--- src/rtl/alu_mul_seq_if.sv ---
// alu_mul_seq_if: shared types plus the bundle of request/response and
// ALU-side signals used by the iterative multiplier sequencer.
//
// Package alu_mul_pkg:
//   bus32_t  - 32-bit data word
//   alu_op_t - ALU operation code (ADD, SLL, SRL)
//
// Interface alu_mul_seq_if signals:
//   flush_i       abort the current operation
//   req_valid_i   request valid          req_ready_o   request can be accepted
//   op_a_i        multiplicand           op_b_i        multiplier
//   resp_valid_o  result valid           resp_ready_i  consumer takes result
//   result_o      product[31:0]          busy_o        sequencer owns the ALU
//   alu_rs1_o     ALU operand 1          alu_rs2_o     ALU operand 2
//   alu_op_o      ALU operation          alu_rd_i      ALU result (combinational)
// Modports: slave = the sequencer, master = requester plus ALU side.

package alu_mul_pkg;
  typedef logic [31:0] bus32_t;

  typedef enum logic [1:0] {
    ALU_ADD = 2'd0,
    ALU_SLL = 2'd1,
    ALU_SRL = 2'd2
  } alu_op_t;
endpackage

interface alu_mul_seq_if;
  import alu_mul_pkg::*;

  logic    flush_i;
  logic    req_valid_i;
  logic    req_ready_o;
  bus32_t  op_a_i;
  bus32_t  op_b_i;
  logic    resp_valid_o;
  logic    resp_ready_i;
  bus32_t  result_o;
  logic    busy_o;
  bus32_t  alu_rs1_o;
  bus32_t  alu_rs2_o;
  alu_op_t alu_op_o;
  bus32_t  alu_rd_i;

  modport slave (
    input  flush_i, req_valid_i, op_a_i, op_b_i, resp_ready_i, alu_rd_i,
    output req_ready_o, resp_valid_o, result_o, busy_o,
           alu_rs1_o, alu_rs2_o, alu_op_o
  );

  modport master (
    output flush_i, req_valid_i, op_a_i, op_b_i, resp_ready_i, alu_rd_i,
    input  req_ready_o, resp_valid_o, result_o, busy_o,
           alu_rs1_o, alu_rs2_o, alu_op_o
  );
endinterface

--- src/rtl/alu_mul_seq.sv ---
// alu_mul_seq: iterative shift-add multiplier producing the low 32 bits of a
// 32x32 product. It has no arithmetic of its own: every cycle of an
// operation it presents one ADD, SLL or SRL to the shared ALU and captures
// the combinational result on the following clock edge.
//
// Ports:
//   clk_i   clock
//   rstn_i  asynchronous active-low reset
//   bus     alu_mul_seq_if.slave (request/response handshake, flush, ALU side)
// Parameter:
//   EARLY_EXIT  1 = stop once the remaining multiplier is zero,
//               0 = always run 32 iterations

module alu_mul_seq
  import alu_mul_pkg::*;
#(
  parameter bit EARLY_EXIT = 1'b1
) (
  input  logic               clk_i,
  input  logic               rstn_i,
  alu_mul_seq_if.slave       bus
);

  typedef enum logic [2:0] {
    ST_IDLE = 3'd0,
    ST_ADD  = 3'd1,
    ST_SLL  = 3'd2,
    ST_SRL  = 3'd3,
    ST_DONE = 3'd4
  } state_t;

  state_t  state;
  bus32_t  acc;
  bus32_t  mcand;
  bus32_t  mplier;
  logic [5:0] iter;

  logic    req_ready;
  logic    resp_valid;
  logic    busy;
  alu_op_t alu_op;
  bus32_t  alu_rs1;
  bus32_t  alu_rs2;

  // All outputs are registered. The ALU operands for the next state are
  // loaded on the same edge that enters that state, using register values
  // that the entered state's predecessor leaves untouched (e.g. ADD never
  // modifies mcand, so SLL can be given mcand while leaving ADD).
  always_ff @(posedge clk_i or negedge rstn_i) begin
    if (!rstn_i) begin
      state      <= ST_IDLE;
      acc        <= '0;
      mcand      <= '0;
      mplier     <= '0;
      iter       <= '0;
      req_ready  <= 1'b1;
      resp_valid <= 1'b0;
      busy       <= 1'b0;
      alu_op     <= ALU_ADD;
      alu_rs1    <= '0;
      alu_rs2    <= '0;
    end else if (bus.flush_i) begin
      // Flush beats everything, including a request seen in IDLE.
      state      <= ST_IDLE;
      req_ready  <= 1'b1;
      resp_valid <= 1'b0;
      busy       <= 1'b0;
      alu_op     <= ALU_ADD;
      alu_rs1    <= '0;
      alu_rs2    <= '0;
    end else begin
      case (state)
        ST_IDLE: begin
          if (bus.req_valid_i) begin
            mcand     <= bus.op_a_i;
            mplier    <= bus.op_b_i;
            acc       <= '0;
            iter      <= '0;
            req_ready <= 1'b0;
            if (EARLY_EXIT && (bus.op_b_i == '0)) begin
              state      <= ST_DONE;
              resp_valid <= 1'b1;
            end else begin
              // First ADD sees the freshly cleared accumulator.
              state   <= ST_ADD;
              busy    <= 1'b1;
              alu_op  <= ALU_ADD;
              alu_rs1 <= '0;
              alu_rs2 <= bus.op_a_i;
            end
          end
        end

        ST_ADD: begin
          if (mplier[0]) begin
            acc <= bus.alu_rd_i;
          end
          state   <= ST_SLL;
          alu_op  <= ALU_SLL;
          alu_rs1 <= mcand;
          alu_rs2 <= 32'd1;
        end

        ST_SLL: begin
          mcand   <= bus.alu_rd_i;
          state   <= ST_SRL;
          alu_op  <= ALU_SRL;
          alu_rs1 <= mplier;
          alu_rs2 <= 32'd1;
        end

        ST_SRL: begin
          mplier <= bus.alu_rd_i;
          iter   <= iter + 6'd1;
          if ((EARLY_EXIT && (bus.alu_rd_i == '0)) || (iter == 6'd31)) begin
            state      <= ST_DONE;
            busy       <= 1'b0;
            resp_valid <= 1'b1;
            alu_op     <= ALU_ADD;
            alu_rs1    <= '0;
            alu_rs2    <= '0;
          end else begin
            state   <= ST_ADD;
            alu_op  <= ALU_ADD;
            alu_rs1 <= acc;
            alu_rs2 <= mcand;
          end
        end

        ST_DONE: begin
          // Result stays on acc until the consumer takes it.
          if (bus.resp_ready_i) begin
            state      <= ST_IDLE;
            resp_valid <= 1'b0;
            req_ready  <= 1'b1;
          end
        end

        default: begin
          state      <= ST_IDLE;
          req_ready  <= 1'b1;
          resp_valid <= 1'b0;
          busy       <= 1'b0;
          alu_op     <= ALU_ADD;
          alu_rs1    <= '0;
          alu_rs2    <= '0;
        end
      endcase
    end
  end

  assign bus.req_ready_o  = req_ready;
  assign bus.resp_valid_o = resp_valid;
  assign bus.busy_o       = busy;
  assign bus.result_o     = acc;
  assign bus.alu_op_o     = alu_op;
  assign bus.alu_rs1_o    = alu_rs1;
  assign bus.alu_rs2_o    = alu_rs2;

endmodule

--- src/flat_wrapper.sv ---
// flat-port wrapper written by rule: the top's interface ports become plain ports
module alu_mul_seq_flat import alu_mul_pkg::*;
#(
  parameter bit EARLY_EXIT = 1'b1
)
  (clk_i, rstn_i, bus_flush_i, bus_req_valid_i, bus_op_a_i, bus_op_b_i, bus_resp_ready_i, bus_alu_rd_i, bus_req_ready_o, bus_resp_valid_o, bus_result_o, bus_busy_o, bus_alu_rs1_o, bus_alu_rs2_o, bus_alu_op_o);
  alu_mul_seq_if bus_i ();
  input  logic clk_i;
  input  logic rstn_i;
  input wire logic [$bits(bus_i.flush_i)-1:0] bus_flush_i;
  input wire logic [$bits(bus_i.req_valid_i)-1:0] bus_req_valid_i;
  input wire logic [$bits(bus_i.op_a_i)-1:0] bus_op_a_i;
  input wire logic [$bits(bus_i.op_b_i)-1:0] bus_op_b_i;
  input wire logic [$bits(bus_i.resp_ready_i)-1:0] bus_resp_ready_i;
  input wire logic [$bits(bus_i.alu_rd_i)-1:0] bus_alu_rd_i;
  output wire logic [$bits(bus_i.req_ready_o)-1:0] bus_req_ready_o;
  output wire logic [$bits(bus_i.resp_valid_o)-1:0] bus_resp_valid_o;
  output wire logic [$bits(bus_i.result_o)-1:0] bus_result_o;
  output wire logic [$bits(bus_i.busy_o)-1:0] bus_busy_o;
  output wire logic [$bits(bus_i.alu_rs1_o)-1:0] bus_alu_rs1_o;
  output wire logic [$bits(bus_i.alu_rs2_o)-1:0] bus_alu_rs2_o;
  output wire logic [$bits(bus_i.alu_op_o)-1:0] bus_alu_op_o;
  assign bus_i.flush_i = bus_flush_i;
  assign bus_i.req_valid_i = bus_req_valid_i;
  assign bus_i.op_a_i = bus_op_a_i;
  assign bus_i.op_b_i = bus_op_b_i;
  assign bus_i.resp_ready_i = bus_resp_ready_i;
  assign bus_i.alu_rd_i = bus_alu_rd_i;
  assign bus_req_ready_o = bus_i.req_ready_o;
  assign bus_resp_valid_o = bus_i.resp_valid_o;
  assign bus_result_o = bus_i.result_o;
  assign bus_busy_o = bus_i.busy_o;
  assign bus_alu_rs1_o = bus_i.alu_rs1_o;
  assign bus_alu_rs2_o = bus_i.alu_rs2_o;
  assign bus_alu_op_o = bus_i.alu_op_o;
  alu_mul_seq #(.EARLY_EXIT(EARLY_EXIT)) u_core (.clk_i(clk_i), .rstn_i(rstn_i), .bus(bus_i));
endmodule
--- config.mk ---
export PLATFORM = sky130hd
export DESIGN_NAME = alu_mul_seq_flat
export DESIGN_NICKNAME = d
export VERILOG_FILES = /design/src/rtl/alu_mul_seq_if.sv /design/src/rtl/alu_mul_seq.sv /design/src/flat_wrapper.sv
export SDC_FILE = /design/constraint.sdc
export NUM_CORES = 1
export LEC_CHECK = 0
export ABC_CLOCK_PERIOD_IN_PS = 4700
export CORE_ASPECT_RATIO = 1.1
export CORE_MARGIN = 2
export CORE_UTILIZATION = 54
export DETAILED_ROUTE_END_ITERATION = 8
export HOLD_SLACK_MARGIN = 0.1
export MAX_ROUTING_LAYER = met4
export PLACE_DENSITY = 0.89
export SLEW_MARGIN = 20
export SYNTH_ARGS = -nofsm -noshare
export SYNTH_HDL_FRONTEND = slang
export SYNTH_SLANG_ARGS = --single-unit
--- constraint.sdc ---
create_clock -name clk_i -period 4.7 [get_ports clk_i]
set_input_delay 0.705 -clock clk_i [delete_from_list [all_inputs] [get_ports clk_i]]
set_output_delay 0.705 -clock clk_i [all_outputs]
set_load 0.02 [all_outputs]
Word level (Yosys, flattened, before mapping):

Cells that the tools add are included.

* register bits: 174
* bits in latches: 0
* bits in writable memories: 0
* ROM bits: 0
* input port bits: 101
* output and inout bits: 101
* word-level logic and storage cells: 91
* memories kept: 0

* add/sub/neg operators: 1
* multipliers: 0
* div/mod/pow operators: 0
* magnitude comparators: 0
* equal/unequal tests: 16
* shifts and indexed selects: 0
* multiplexer cells: 44
* bitwise operators: 1
* reductions and logical operators: 18

Operators with widths (count)
* $mux W32: 12
* $pmux W32 S2: 3
* $pmux W32 S5: 1
* $pmux W32 S4: 1
* $logic_not A32 Y1: 2
* $mux W3: 5
* $pmux W3 S5: 1
* $mux W1: 12
* $pmux W6 S2: 1
* $reduce_and A3 Y1: 4
* $ne A3 B3 Y1 const B: 3
* $ne A2 B1 Y1 const B: 4
* $pmux W2 S4: 1
* $reduce_and A4 Y1: 2
* $add A6 B1 Y6 const B: 1
* $eq A3 B2 Y1 const B: 2
* $eq A6 B5 Y1 const B: 1
* $mux W2: 3
* $mux W6: 1
* $ne A3 B2 Y1 const B: 2
* $pmux W1 S3: 2
* $reduce_bool A2 Y1: 3
* $reduce_or A3 Y1: 2
* $reduce_and A5 Y1: 1
* 9 further kinds: 10

Logic depth before layout (Yosys ltp):

Gate-level depths: netlist of the first run.

* depth after elaboration: 5
* gate-level depth with buffers: 8

Worst setup path after synthesis of the first run:

Ideal clock, no wire load.

* kind: input to register
* start: in bus_op_b_i[13]
* end: reg u_core.alu_rs2[10], in the netlist u_core.bus.alu_rs2_o[10]
* setup time: 121 ps
* arrival time: 1876 ps
* setup slack: 2703 ps
* cell stages on the path: 6
* cells stage by stage: nor4_1 nand4_1 o21ai_2 a21oi_1 clkbuf_1 a22o_1

* cells in the longest elaborated chain, start to end: 3

Ends and longest elaborated chain
* start, declared: RTL line flat_wrapper.sv:13 `input wire logic [$bits(bus_i.op_b_i)-1:0] bus_op_b_i;`
* $logic_not A32 Y1: RTL line alu_mul_seq.sv:80 `if (EARLY_EXIT && (bus.op_b_i == '0)) begin`
* $ne A3 B3 Y1 (no source line)
* $reduce_and A3 Y1 (no source line)
* end signal, assigned: RTL line alu_mul_seq.sv:89 `alu_rs2 <= bus.op_a_i;`
* end signal, assigned: RTL line alu_mul_seq.sv:126 `alu_rs2 <= mcand;`
* end, declared: RTL line alu_mul_seq.sv:43 `bus32_t alu_rs2;`

No other way between the ends.
A chain may end at the register's enable or synchronous reset.

Worst setup path in the final report of the first run:

* start: in bus_alu_rd_i[30]
* end: reg u_core.alu_rs1[25], in the netlist u_core.bus.alu_rs1_o[25]

* cells in the longest elaborated chain, start to end: 5

Ends and longest elaborated chain
* start, declared: RTL line flat_wrapper.sv:15 `input wire logic [$bits(bus_i.alu_rd_i)-1:0] bus_alu_rd_i;`
* $logic_not A32 Y1: RTL line alu_mul_seq.sv:115 `if ((EARLY_EXIT && (bus.alu_rd_i == '0)) || (iter == 6'd31)) begin`
* $logic_or A1 B1 Y1: RTL line alu_mul_seq.sv:115
* $mux W32: RTL line alu_mul_seq.sv:115
* $pmux W32 S5: RTL line alu_mul_seq.sv:72 `case (state)`
* $mux W32: RTL line alu_mul_seq.sv:62 `end else if (bus.flush_i) begin`
* end signal, assigned: RTL line alu_mul_seq.sv:100 `alu_rs1 <= mcand;`
* end signal, assigned: RTL line alu_mul_seq.sv:108 `alu_rs1 <= mplier;`
* end, declared: RTL line alu_mul_seq.sv:42 `bus32_t alu_rs1;`

No other way between the ends.

==> flow_metrics.env, run 1 <==
export IMPL_status="finished clean"
export IMPL_synthesis_nets=888
export IMPL_drt_iter0_drc=851
export IMPL_yosys_most_used_dff="dfrtp_1"
export IMPL_leakage_nw=4.45
export IMPL_ys_seq_area_share_pct=53.5
export IMPL_slew_violations=0
export IMPL_setup_viol=0
export IMPL_fillers=1024
export IMPL_root_buffer="clkbuf_16"
export IMPL_grt_max_degree=90
export IMPL_cts_sinks=174
export IMPL_hold_path_class="in -> async"
export IMPL_io_pins=202
export IMPL_gp_congestion=0.904
export IMPL_clk_latency_ns=0.43
export IMPL_rows=47
export IMPL_cts_clk_slew_worst_paths_ns=0.06
export IMPL_dp_worst_setup_slack_ns=1.28
export IMPL_min_period_ns=3.06
export IMPL_timing_slew_headroom_pct=23.5
export IMPL_synth_top_family_by_area="compound AO/OA/AOI/OAI gates"
export IMPL_finalHoldViolations=0
export IMPL_htree_levels=4
export IMPL_ys_ff_latch=174
export IMPL_route_detailed_drc=0
export IMPL_rsz0062_at_grt="false"
export IMPL_worstPathArrival_ns=3.37
export IMPL_grt_pass1_wl_um=39500
export IMPL_core_area_sq_um=14900
export IMPL_synth_top_area_cell="dfrtp_1"
export IMPL_antenna_found_initial=0
export IMPL_synth_mux_area_share_pct=4.18
export IMPL_ys_async_sr_fraction_pct=100
export IMPL_synth_cells=786
export IMPL_worstSetupPathType="in -> reg"
export IMPL_route_vias_total=7465
export IMPL_tns_ns=0
export IMPL_mostFrequentLayoutCell="clkdlybuf4s50_1"
export IMPL_critPathMaxStageDelay_ns=0.71
export IMPL_grt_pass1_vias=7419
export IMPL_powerDensity_nw_per_um2=636
export IMPL_synth_edf_count=0
export IMPL_drive_gt1_share_pct=6.60
export IMPL_worstPathCellList="clkdlybuf4s50_1 -> nor4_2 -> nand4_1 -> o21ai_2 -> buf_4 -> o21ai_0 -> a22o_1"
export IMPL_clock_skew_ns=0.00576
export IMPL_cts_resized_gates=0
export IMPL_dp_hpwl_um=16000
export IMPL_ys_top_cells_by_area="dfrtp_1, a22o_1, nor2_1, o21ai_0, mux2i_1"
export IMPL_maxCapViolCount=0
export IMPL_wl_um=25100
export IMPL_cp_required_ns=5.01
export IMPL_tritoncts="done"
export IMPL_crit_path_top_delay_cell="o21ai_2"
export IMPL_final_cell_mix="clkdlybuf4s50_1, dfrtp_1, nor2_1"
export IMPL_synthSimpleGateAreaFrac_pct=11.7
export IMPL_overflow=0
export IMPL_synthToLayoutAreaGrowth_pct=32.3
export IMPL_ys_warn_count=0
export IMPL_synth_top_area_share_pct=53.1
export IMPL_wire_per_inst_um=21.5
export IMPL_synth_xor_area_share_pct=0.108
export IMPL_synth_compound_area_share_pct=24.3
export IMPL_viasPerCell=6.41
export IMPL_portBuffers=201
export IMPL_syn_area_per_cell_sq_um=10.4
export IMPL_worstMarginPinSlew_ns=1.14
export IMPL_nets=1060
export IMPL_startpoint_type="primary input"
export IMPL_ir_worst_vdd_mv=0.440
export IMPL_max_freq_mhz=327
export IMPL_start_util_pct=54.8
export IMPL_postCtsSetupBuffers=0
export IMPL_numCtsBuffers=17
export IMPL_cp_end_kind="flip-flop"
export IMPL_cts_hold_buf=0
export IMPL_die_h_um=133
export IMPL_syn_area_sq_um=8150
export IMPL_timing_final_ws_setup_ns=1.64
export IMPL_antenna_left=0
export IMPL_cp_max_fo=18
export IMPL_firstDrtPassIters=5
export IMPL_grt_use_total_pct=32.6
export IMPL_synth_fa_ha_area_share_pct=0.154
export IMPL_die_x_um=121
export IMPL_antennaDiodeCount=0
export IMPL_fin_crit_sh_pct=65.1
export IMPL_die_area_sq_um=16100
export IMPL_cts_buffer_depth=2
export IMPL_ys_types=52
==> sequential cells by signal (all words and copies together) (netlist names), 2 cells and up <==
signal	cells
u_core.bus.alu_rs1_o	32
u_core.bus.alu_rs2_o	32
u_core.bus.result_o	32
u_core.mcand	32
u_core.mplier	32
u_core.iter	6
u_core.state	3
u_core.bus.alu_op_o	2
==> stage by stage <==
stage / cell area, sq um / cells / power [mW] / hold slack (ns) / util [%]
floorplan: 8150 / 786 / 4.23 / 0.409 / -
global placement: 10200 / 1134 / 5.32 / 0.479 / 68.5
detailed placement: 10200 / 1134 / 5.40 / 0.487 / 68.5
CTS: 10800 / 1164 / 6.81 / 0.344 / 72.3
global route: 10800 / 1165 / 7.20 / 0.376 / 72.5
finish: 10800 / 1165 / 6.85 / 0.303 / 72.5
==> where the power goes <==
group / switching, mW / leakage (nW) / internal, mW
logic: 1.70 / 1.98 / 1.28
clock network: 0.564 / 0.285 / 0.813
registers: 0.419 / 2.18 / 2.08
==> critical path: cells and delay by family <==
family	cells	cell delay [ns]
compound gates	3	1.02
buf+inv	2	0.87
simple gates	2	0.77
==> synthesized netlist by cell type, drive strengths merged, types with 3 or more instances <==
| library cell | n |
|---|---|
| mux2i | 34 |
| nor3 | 3 |
| a21oi | 36 |
| a22oi | 33 |
| dfrtp | 173 |
| and3 | 3 |
| and2 | 4 |
| buf | 42 |
| a22o | 97 |
| nand3 | 32 |
| inv | 37 |
| nand2 | 12 |
| clkbuf | 19 |
| nand4 | 4 |
| o22ai | 32 |
| o21ai | 80 |
| nor4 | 17 |
| nor2 | 105 |
==> per-layer routing <==
| layer | wire length, um | GRT usage (%) | part of all wire, % |
|---|---|---|---|
| met4 | 1220 | 18.9 | 4.9 |
| met1 | 9450 | 40.7 | 38 |
| met5 | 0 | - | 0 |
| met3 | 2140 | 6.08 | 8.5 |
| met2 | 12300 | 49.8 | 49 |
==> final cells by class <==
| cell class | count | area (sq um) | area share, % |
|---|---|---|---|
| Inverter | 37 | 139 | 1.29 |
| Clock buffer | 22 | 474 | 4.40 |
| Timing Repair Buffer | 214 | 2140 | 19.9 |
| Sequential cell | 174 | 4360 | 40.4 |
| Tap cell | 196 | 245 | 2.27 |
| Clock inverter | 8 | 90.1 | 0.836 |
| Multi-Input combinational cell | 514 | 3330 | 30.9 |
==> path summary, 6_finish.rpt <==
kind                                                       from                                   end  slack, ns  cells after the start
setup / recovery                               bus_alu_rd_i[30]  u_core.bus.alu_rs1_o[25]$_DFFE_PN0P_       1.64                      7
hold / removal                                           rstn_i    u_core.bus.result_o[6]$_DFFE_PN0P_       0.30                      1
setup reg to reg                    u_core.state[1]$_DFFE_PN0P_   u_core.bus.resp_valid_o$_DFFE_PN0P_       2.08                      5
hold reg to reg            u_core.bus.alu_rs1_o[18]$_DFFE_PN0P_  u_core.bus.alu_rs1_o[18]$_DFFE_PN0P_       0.50                      1
max in group asynchronous                                rstn_i          u_core.mcand[27]$_DFFE_PN0P_       3.43                      2
min in group clk_i         u_core.bus.alu_rs1_o[18]$_DFFE_PN0P_  u_core.bus.alu_rs1_o[18]$_DFFE_PN0P_       0.50                      1
==> cells by family after synthesis <==
family,Yosys count
simple gates,190
buf+inv,98
xor+xnor,1
mux,34
flops,174
compound gates,288
fa+ha+maj,1
No activity file was read; power rests on OpenSTA's default activity.
==> inputs of run 2 (changes only) <==
--- a/config.mk
+++ b/config.mk
@@ -5,14 +5,14 @@
 export SDC_FILE = /design/constraint.sdc
 export NUM_CORES = 1
 export LEC_CHECK = 0
-export ABC_CLOCK_PERIOD_IN_PS = 4700
+export ABC_CLOCK_PERIOD_IN_PS = 2600
 export CORE_ASPECT_RATIO = 1.1
 export CORE_MARGIN = 2
-export CORE_UTILIZATION = 54
+export CORE_UTILIZATION = 45
 export DETAILED_ROUTE_END_ITERATION = 8
 export HOLD_SLACK_MARGIN = 0.1
 export MAX_ROUTING_LAYER = met4
-export PLACE_DENSITY = 0.89
+export PLACE_DENSITY = 0.8
 export SLEW_MARGIN = 20
 export SYNTH_ARGS = -nofsm -noshare
 export SYNTH_HDL_FRONTEND = slang
==> constraint.sdc (replaced) <==
create_clock -name clk_i -period 2.6 [get_ports clk_i]
set_input_delay 0.39 -clock clk_i [delete_from_list [all_inputs] [get_ports clk_i]]
set_output_delay 0.39 -clock clk_i [all_outputs]
set_load 0.02 [all_outputs]
==> flow_metrics.env, run 2 (synthesis gave the netlist of run 1 again) <==
export IMPL_worstPathArrival_ns=2.75
export IMPL_wire_per_inst_um=21.3
export IMPL_startpoint_type="flip-flop"
export IMPL_timing_slew_headroom_pct=50.0
export IMPL_antennaDiodeCount=0
export IMPL_portBuffers=201
export IMPL_min_period_ns=2.38
export IMPL_grt_use_total_pct=28.6
export IMPL_critical_path_top_delay_family="compound AO/OA/AOI/OAI gates"
export IMPL_cp_max_fo=16
export IMPL_fin_area_sq_um=11300
export IMPL_grt_pass1_vias=7657
export IMPL_drt_iter0_drc=763
export IMPL_powerDensity_nw_per_um2=1130
export IMPL_cp_end_kind="flip-flop"
export IMPL_clock_skew_ns=0.0149
export IMPL_timing_final_ws_setup_ns=0.216
export IMPL_mostFrequentLayoutCell="clkdlybuf4s50_1"
export IMPL_detailed_place_area_sq_um=10700
export IMPL_ir_worst_vdd_mv=0.604
export IMPL_die_h_um=145
export IMPL_status="finished clean"
export IMPL_max_freq_mhz=420
export IMPL_maxCapViolCount=0
export IMPL_viasPerCell=6.11
export IMPL_numCtsBuffers=17
export IMPL_cp_required_ns=2.97
export IMPL_die_area_sq_um=19200
export IMPL_cts_sinks=174
export IMPL_antenna_found_initial=0
export IMPL_root_buffer="clkbuf_16"
export IMPL_power_frac_seq_pct=35.0
export IMPL_route_vias_total=7652
export IMPL_start_util_pct=45.9
export IMPL_tritoncts="done"
export IMPL_wl_um=26700
export IMPL_hold_path_class="reg -> reg"
export IMPL_grt_max_degree=69
export IMPL_rsz0062_at_grt="false"
export IMPL_dp_hpwl_um=18300
export IMPL_critPathMaxStageDelay_ns=0.70
export IMPL_die_x_um=132
export IMPL_setup_viol=0
export IMPL_finalHoldViolations=0
export IMPL_switching_share_pct=39.0
export IMPL_dp_worst_setup_slack_ns=-0.0760
export IMPL_grt_pass1_wl_um=41600
export IMPL_cts_buffer_depth=2
export IMPL_path_buf_inv=0
export IMPL_cts_clk_slew_worst_paths_ns=0.06
export IMPL_worstSetupPathType="reg -> reg"
export IMPL_overflow=0
export IMPL_clk_latency_ns=0.44
export IMPL_p_sw_mw=4.97
export IMPL_route_detailed_drc=0
export IMPL_worstMarginPinSlew_ns=0.748
export IMPL_worstPathCellList="ha_1 -> and3_1 -> a21oi_1 -> a21boi_4 -> a22o_1 -> a22o_1"
export IMPL_gp_congestion=0.899
export IMPL_fin_crit_sh_pct=91.7
export IMPL_p_comb_share_pct=44.7
export IMPL_path_common_cell="a22o_1"
export IMPL_leakage_nw=4.70
export IMPL_final_cell_mix="clkdlybuf4s50_1, dfrtp_1, nor2_1"
export IMPL_drive_gt1_share_pct=10.8
export IMPL_crit_path_top_delay_cell="a21boi_4"
export IMPL_pwr_share_clk_pct=20.2
export IMPL_antenna_left=0
export IMPL_p_int_mw=7.78
export IMPL_io_pins=202
export IMPL_firstDrtPassIters=8
export IMPL_htree_levels=4
export IMPL_nets=1105
export IMPL_rows=51
export IMPL_slew_violations=0
export IMPL_synthToLayoutAreaGrowth_pct=38.9
export IMPL_core_area_sq_um=17700
## run 2: per-stage QoR
| step | hold slack (ns) | cells | power (mW) | setup TNS [ns] | utilization [%] |
|---|---|---|---|---|---|
| CTS | 0.495 | 1252 | 12.7 | 0 | 63.7 |
| finish | 0.502 | 1253 | 12.8 | 0 | 63.8 |
| detailed placement | 0.439 | 1220 | 10.1 | -1.69 | 60.3 |
| floorplan | 0.0944 | 786 | 7.65 | 0 | - |
| global route | 0.528 | 1253 | 13.4 | 0 | 63.8 |
| global placement | 0.438 | 1220 | 9.92 | -0.797 | 60.3 |
## run 2: per-layer routing
layer	GRT usage (%)	vias up	routed length, um
met5	-	-	0
met4	13.7	0	1200
met3	5.56	92	2250
met2	45.4	453	12900
met1	35.1	3774	10300
li1	-	3333	-
## run 2: worst register-to-register path: cells and delay by family, from the launching register on
| family | cells | cell delay [ns] |
|---|---|---|
| flip-flops | 1 | 0.40 |
| AND/OR/NAND/NOR | 1 | 0.25 |
| adder cells (fa/ha/maj) | 1 | 0.24 |
| AO/OA/AOI/OAI | 4 | 1.45 |
## run 2: what timing repair did
item                       4_1_cts  5_1_grt
hold buffers                     1        0
setup endpoints to repair        0       27
buffers inserted                 0        0
gates resized for setup          0        1
hold endpoints to repair        63        0
## run 2: power by group through the flow
| stage | registers (mW) | logic [mW] | clock network (mW) |
|---|---|---|---|
| final | 4.46 | 5.71 | 2.58 |
| after global placement | 4.44 | 5.48 | 0 |
| after floorplan | 4.98 | 2.67 | 0 |
| after global routing | 4.57 | 6.10 | 2.72 |
| after detailed placement | 4.48 | 5.62 | 0 |
| after CTS | 4.44 | 5.66 | 2.59 |
## run 2: area by class of cell
cell class                 count  area [sq um]
fill                        1420          6420
sequential                   174          4360
multi-input combinational    515          3350
timing repair buffer         258          2580
clock buffer                  22           484
tap                          238           298
inverter                      37           139
clock inverter                 9           108
## run 2: final timing paths
kind / start / end / slack [ns] / depth (start not counted)
min in group asynchronous: rstn_i / u_core.bus.result_o[5]$_DFFE_PN0P_ / 0.53 / 2
max in group asynchronous: rstn_i / u_core.bus.result_o[19]$_DFFE_PN0P_ / 1.39 / 3
setup reg to reg: u_core.iter[0]$_DFFE_PN0P_ / u_core.bus.alu_rs2_o[5]$_DFFE_PN0P_ / 0.22 / 6
hold / removal: u_core.iter[0]$_DFFE_PN0P_ / u_core.iter[0]$_DFFE_PN0P_ / 0.50 / 1
hold reg to reg: u_core.iter[0]$_DFFE_PN0P_ / u_core.iter[0]$_DFFE_PN0P_ / 0.50 / 1
setup / recovery: u_core.iter[0]$_DFFE_PN0P_ / u_core.bus.alu_rs2_o[5]$_DFFE_PN0P_ / 0.22 / 6
==> inputs of run 3 (changes only) <==
--- a/config.mk
+++ b/config.mk
@@ -7,7 +7,6 @@
 export LEC_CHECK = 0
 export ABC_CLOCK_PERIOD_IN_PS = 2600
 export CORE_ASPECT_RATIO = 1.1
-export CORE_MARGIN = 2
 export CORE_UTILIZATION = 45
 export DETAILED_ROUTE_END_ITERATION = 8
 export HOLD_SLACK_MARGIN = 0.1
==> flow_metrics.env, run 3 (synthesis gave the netlist of run 1 again) <==
export IMPL_mostFrequentLayoutCell="clkdlybuf4s50_1"
export IMPL_worstSetupPathType="reg -> reg"
export IMPL_antennaDiodeCount=0
export IMPL_die_area_sq_um=18600
export IMPL_grt_pass1_vias=7417
export IMPL_overflow=0
export IMPL_startpoint_type="flip-flop"
export IMPL_final_cell_mix="clkdlybuf4s50_1, dfrtp_1, nor2_1"
export IMPL_worstPathCellList="ha_1 -> and3_1 -> a21oi_1 -> a21boi_4 -> a22o_1 -> a22o_1"
export IMPL_pwr_share_clk_pct=21.4
export IMPL_gp_congestion=0.897
export IMPL_portBuffers=201
export IMPL_rsz0062_at_grt="false"
export IMPL_p_int_mw=7.88
export IMPL_maxCapViolCount=0
export IMPL_die_x_um=130
export IMPL_antenna_left=0
export IMPL_drive_gt1_share_pct=10.2
export IMPL_dp_hpwl_um=17900
export IMPL_cts_sinks=174
export IMPL_critPathMaxStageDelay_ns=0.69
export IMPL_grt_max_degree=73
export IMPL_die_h_um=143
export IMPL_detailed_place_area_sq_um=10600
export IMPL_cp_max_fo=16
export IMPL_clock_skew_ns=0.0123
export IMPL_critical_path_top_delay_family="compound AO/OA/AOI/OAI gates"
export IMPL_path_buf_inv=0
export IMPL_grt_pass1_wl_um=40500
export IMPL_tritoncts="done"
export IMPL_slew_violations=0
export IMPL_cp_end_kind="flip-flop"
export IMPL_cts_buffer_depth=2
export IMPL_power_frac_seq_pct=34.7
export IMPL_fin_area_sq_um=11300
export IMPL_route_detailed_drc=0
export IMPL_switching_share_pct=38.9
export IMPL_nets=1097
export IMPL_antenna_found_initial=0
export IMPL_numCtsBuffers=17
export IMPL_p_comb_share_pct=43.9
export IMPL_route_vias_total=7527
export IMPL_firstDrtPassIters=5
export IMPL_cts_clk_slew_worst_paths_ns=0.07
export IMPL_wire_per_inst_um=21.3
export IMPL_worstMarginPinSlew_ns=0.734
export IMPL_max_freq_mhz=417
export IMPL_powerDensity_nw_per_um2=1140
export IMPL_fin_crit_sh_pct=92.2
export IMPL_worstPathArrival_ns=2.77
export IMPL_drt_iter0_drc=680
export IMPL_power_total_mw=12.9
export IMPL_timing_slew_headroom_pct=50.7
export IMPL_io_pins=202
export IMPL_synthToLayoutAreaGrowth_pct=38.5
export IMPL_ir_worst_vdd_mv=0.686
export IMPL_cp_required_ns=2.98
export IMPL_setup_viol=0
export IMPL_leakage_nw=4.67
export IMPL_path_common_cell="a22o_1"
export IMPL_status="finished clean"
export IMPL_p_sw_mw=5.01
export IMPL_finalHoldViolations=0
export IMPL_rows=51
export IMPL_crit_path_top_delay_cell="a21boi_4"
export IMPL_min_period_ns=2.40
export IMPL_hold_path_class="reg -> reg"
export IMPL_wl_um=26500
export IMPL_grt_use_total_pct=30.0
export IMPL_viasPerCell=6.04
export IMPL_clk_latency_ns=0.44
export IMPL_htree_levels=4
export IMPL_root_buffer="clkbuf_16"
export IMPL_start_util_pct=45.9
export IMPL_core_area_sq_um=17700
==> run 3: timing repair <==
item / 4_1_cts / 5_1_grt
endpoints found under the setup margin: 0 / 31
endpoints found under the hold margin: 70 / 0
setup buffers: 0 / 0
resized for setup: 0 / 1
hold buffers: 1 / 0
==> run 3: stage by stage <==
| stage | hold WS (ns) | setup slack, ns | utilization, % | instances | setup TNS [ns] |
|---|---|---|---|---|---|
| 6_report | 0.510 | 0.203 | 63.6 | 1246 | 0 |
| 5_1_grt | 0.529 | 0.120 | 63.6 | 1246 | 0 |
| 4_1_cts | 0.511 | 0.0840 | 63.5 | 1245 | 0 |
| 3_5_place_dp | 0.468 | -0.0311 | 59.9 | 1212 | -0.343 |
| 3_3_place_gp | 0.460 | -0.0982 | 59.9 | 1212 | -5.10 |
| 2_1_floorplan | 0.0944 | 0.880 | - | 786 | 0 |
==> run 3: metal layers <==
| metal | vias up | GRT usage, % | wire length, um |
|---|---|---|---|
| met5 | - | - | 0 |
| met4 | 0 | 13.7 | 1140 |
| met1 | 3704 | 37.9 | 10700 |
| li1 | 3314 | - | - |
| met3 | 82 | 5.92 | 2010 |
| met2 | 427 | 46.4 | 12700 |
==> run 3: final timing paths <==
check	start	to	slack (ns)	depth (start not counted)
min	u_core.bus.alu_rs1_o[16]$_DFFE_PN0P_	u_core.bus.alu_rs1_o[16]$_DFFE_PN0P_	0.51	1
max reg2reg	u_core.iter[0]$_DFFE_PN0P_	u_core.bus.alu_rs2_o[29]$_DFFE_PN0P_	0.20	6
max in group asynchronous	rstn_i	u_core.bus.req_ready_o$_DFFE_PN1P_	1.27	3
min reg2reg	u_core.bus.alu_rs1_o[16]$_DFFE_PN0P_	u_core.bus.alu_rs1_o[16]$_DFFE_PN0P_	0.51	1
min in group asynchronous	rstn_i	u_core.bus.alu_rs1_o[21]$_DFFE_PN0P_	0.54	2
max	u_core.iter[0]$_DFFE_PN0P_	u_core.bus.alu_rs2_o[29]$_DFFE_PN0P_	0.20	6
==> run 3: layout make-up <==
cell class                 instances  area (sq um)
timing repair buffer             250          2510
sequential                       174          4360
fill                            1447          6460
inverter                          37           139
tap                              238           298
clock buffer                      18           439
multi-input combinational        515          3350
clock inverter                    14           189
==> run 3: power groups by stage <==
stage / Combinational (mW) / Clock [mW] / Sequential, mW
global route: 6.10 / 2.89 / 4.58
detailed placement: 5.58 / 0 / 4.48
CTS: 5.63 / 2.77 / 4.45
floorplan: 2.67 / 0 / 4.98
global placement: 5.45 / 0 / 4.44
finish: 5.66 / 2.75 / 4.48
==> run 3: worst register-to-register path, cell delays in order, from the launching register on <==
cell,delay [ns]
dfrtp_1,0.42
ha_1,0.24
and3_1,0.24
a21oi_1,0.36
a21boi_4,0.69
a22o_1,0.25
a22o_1,0.13
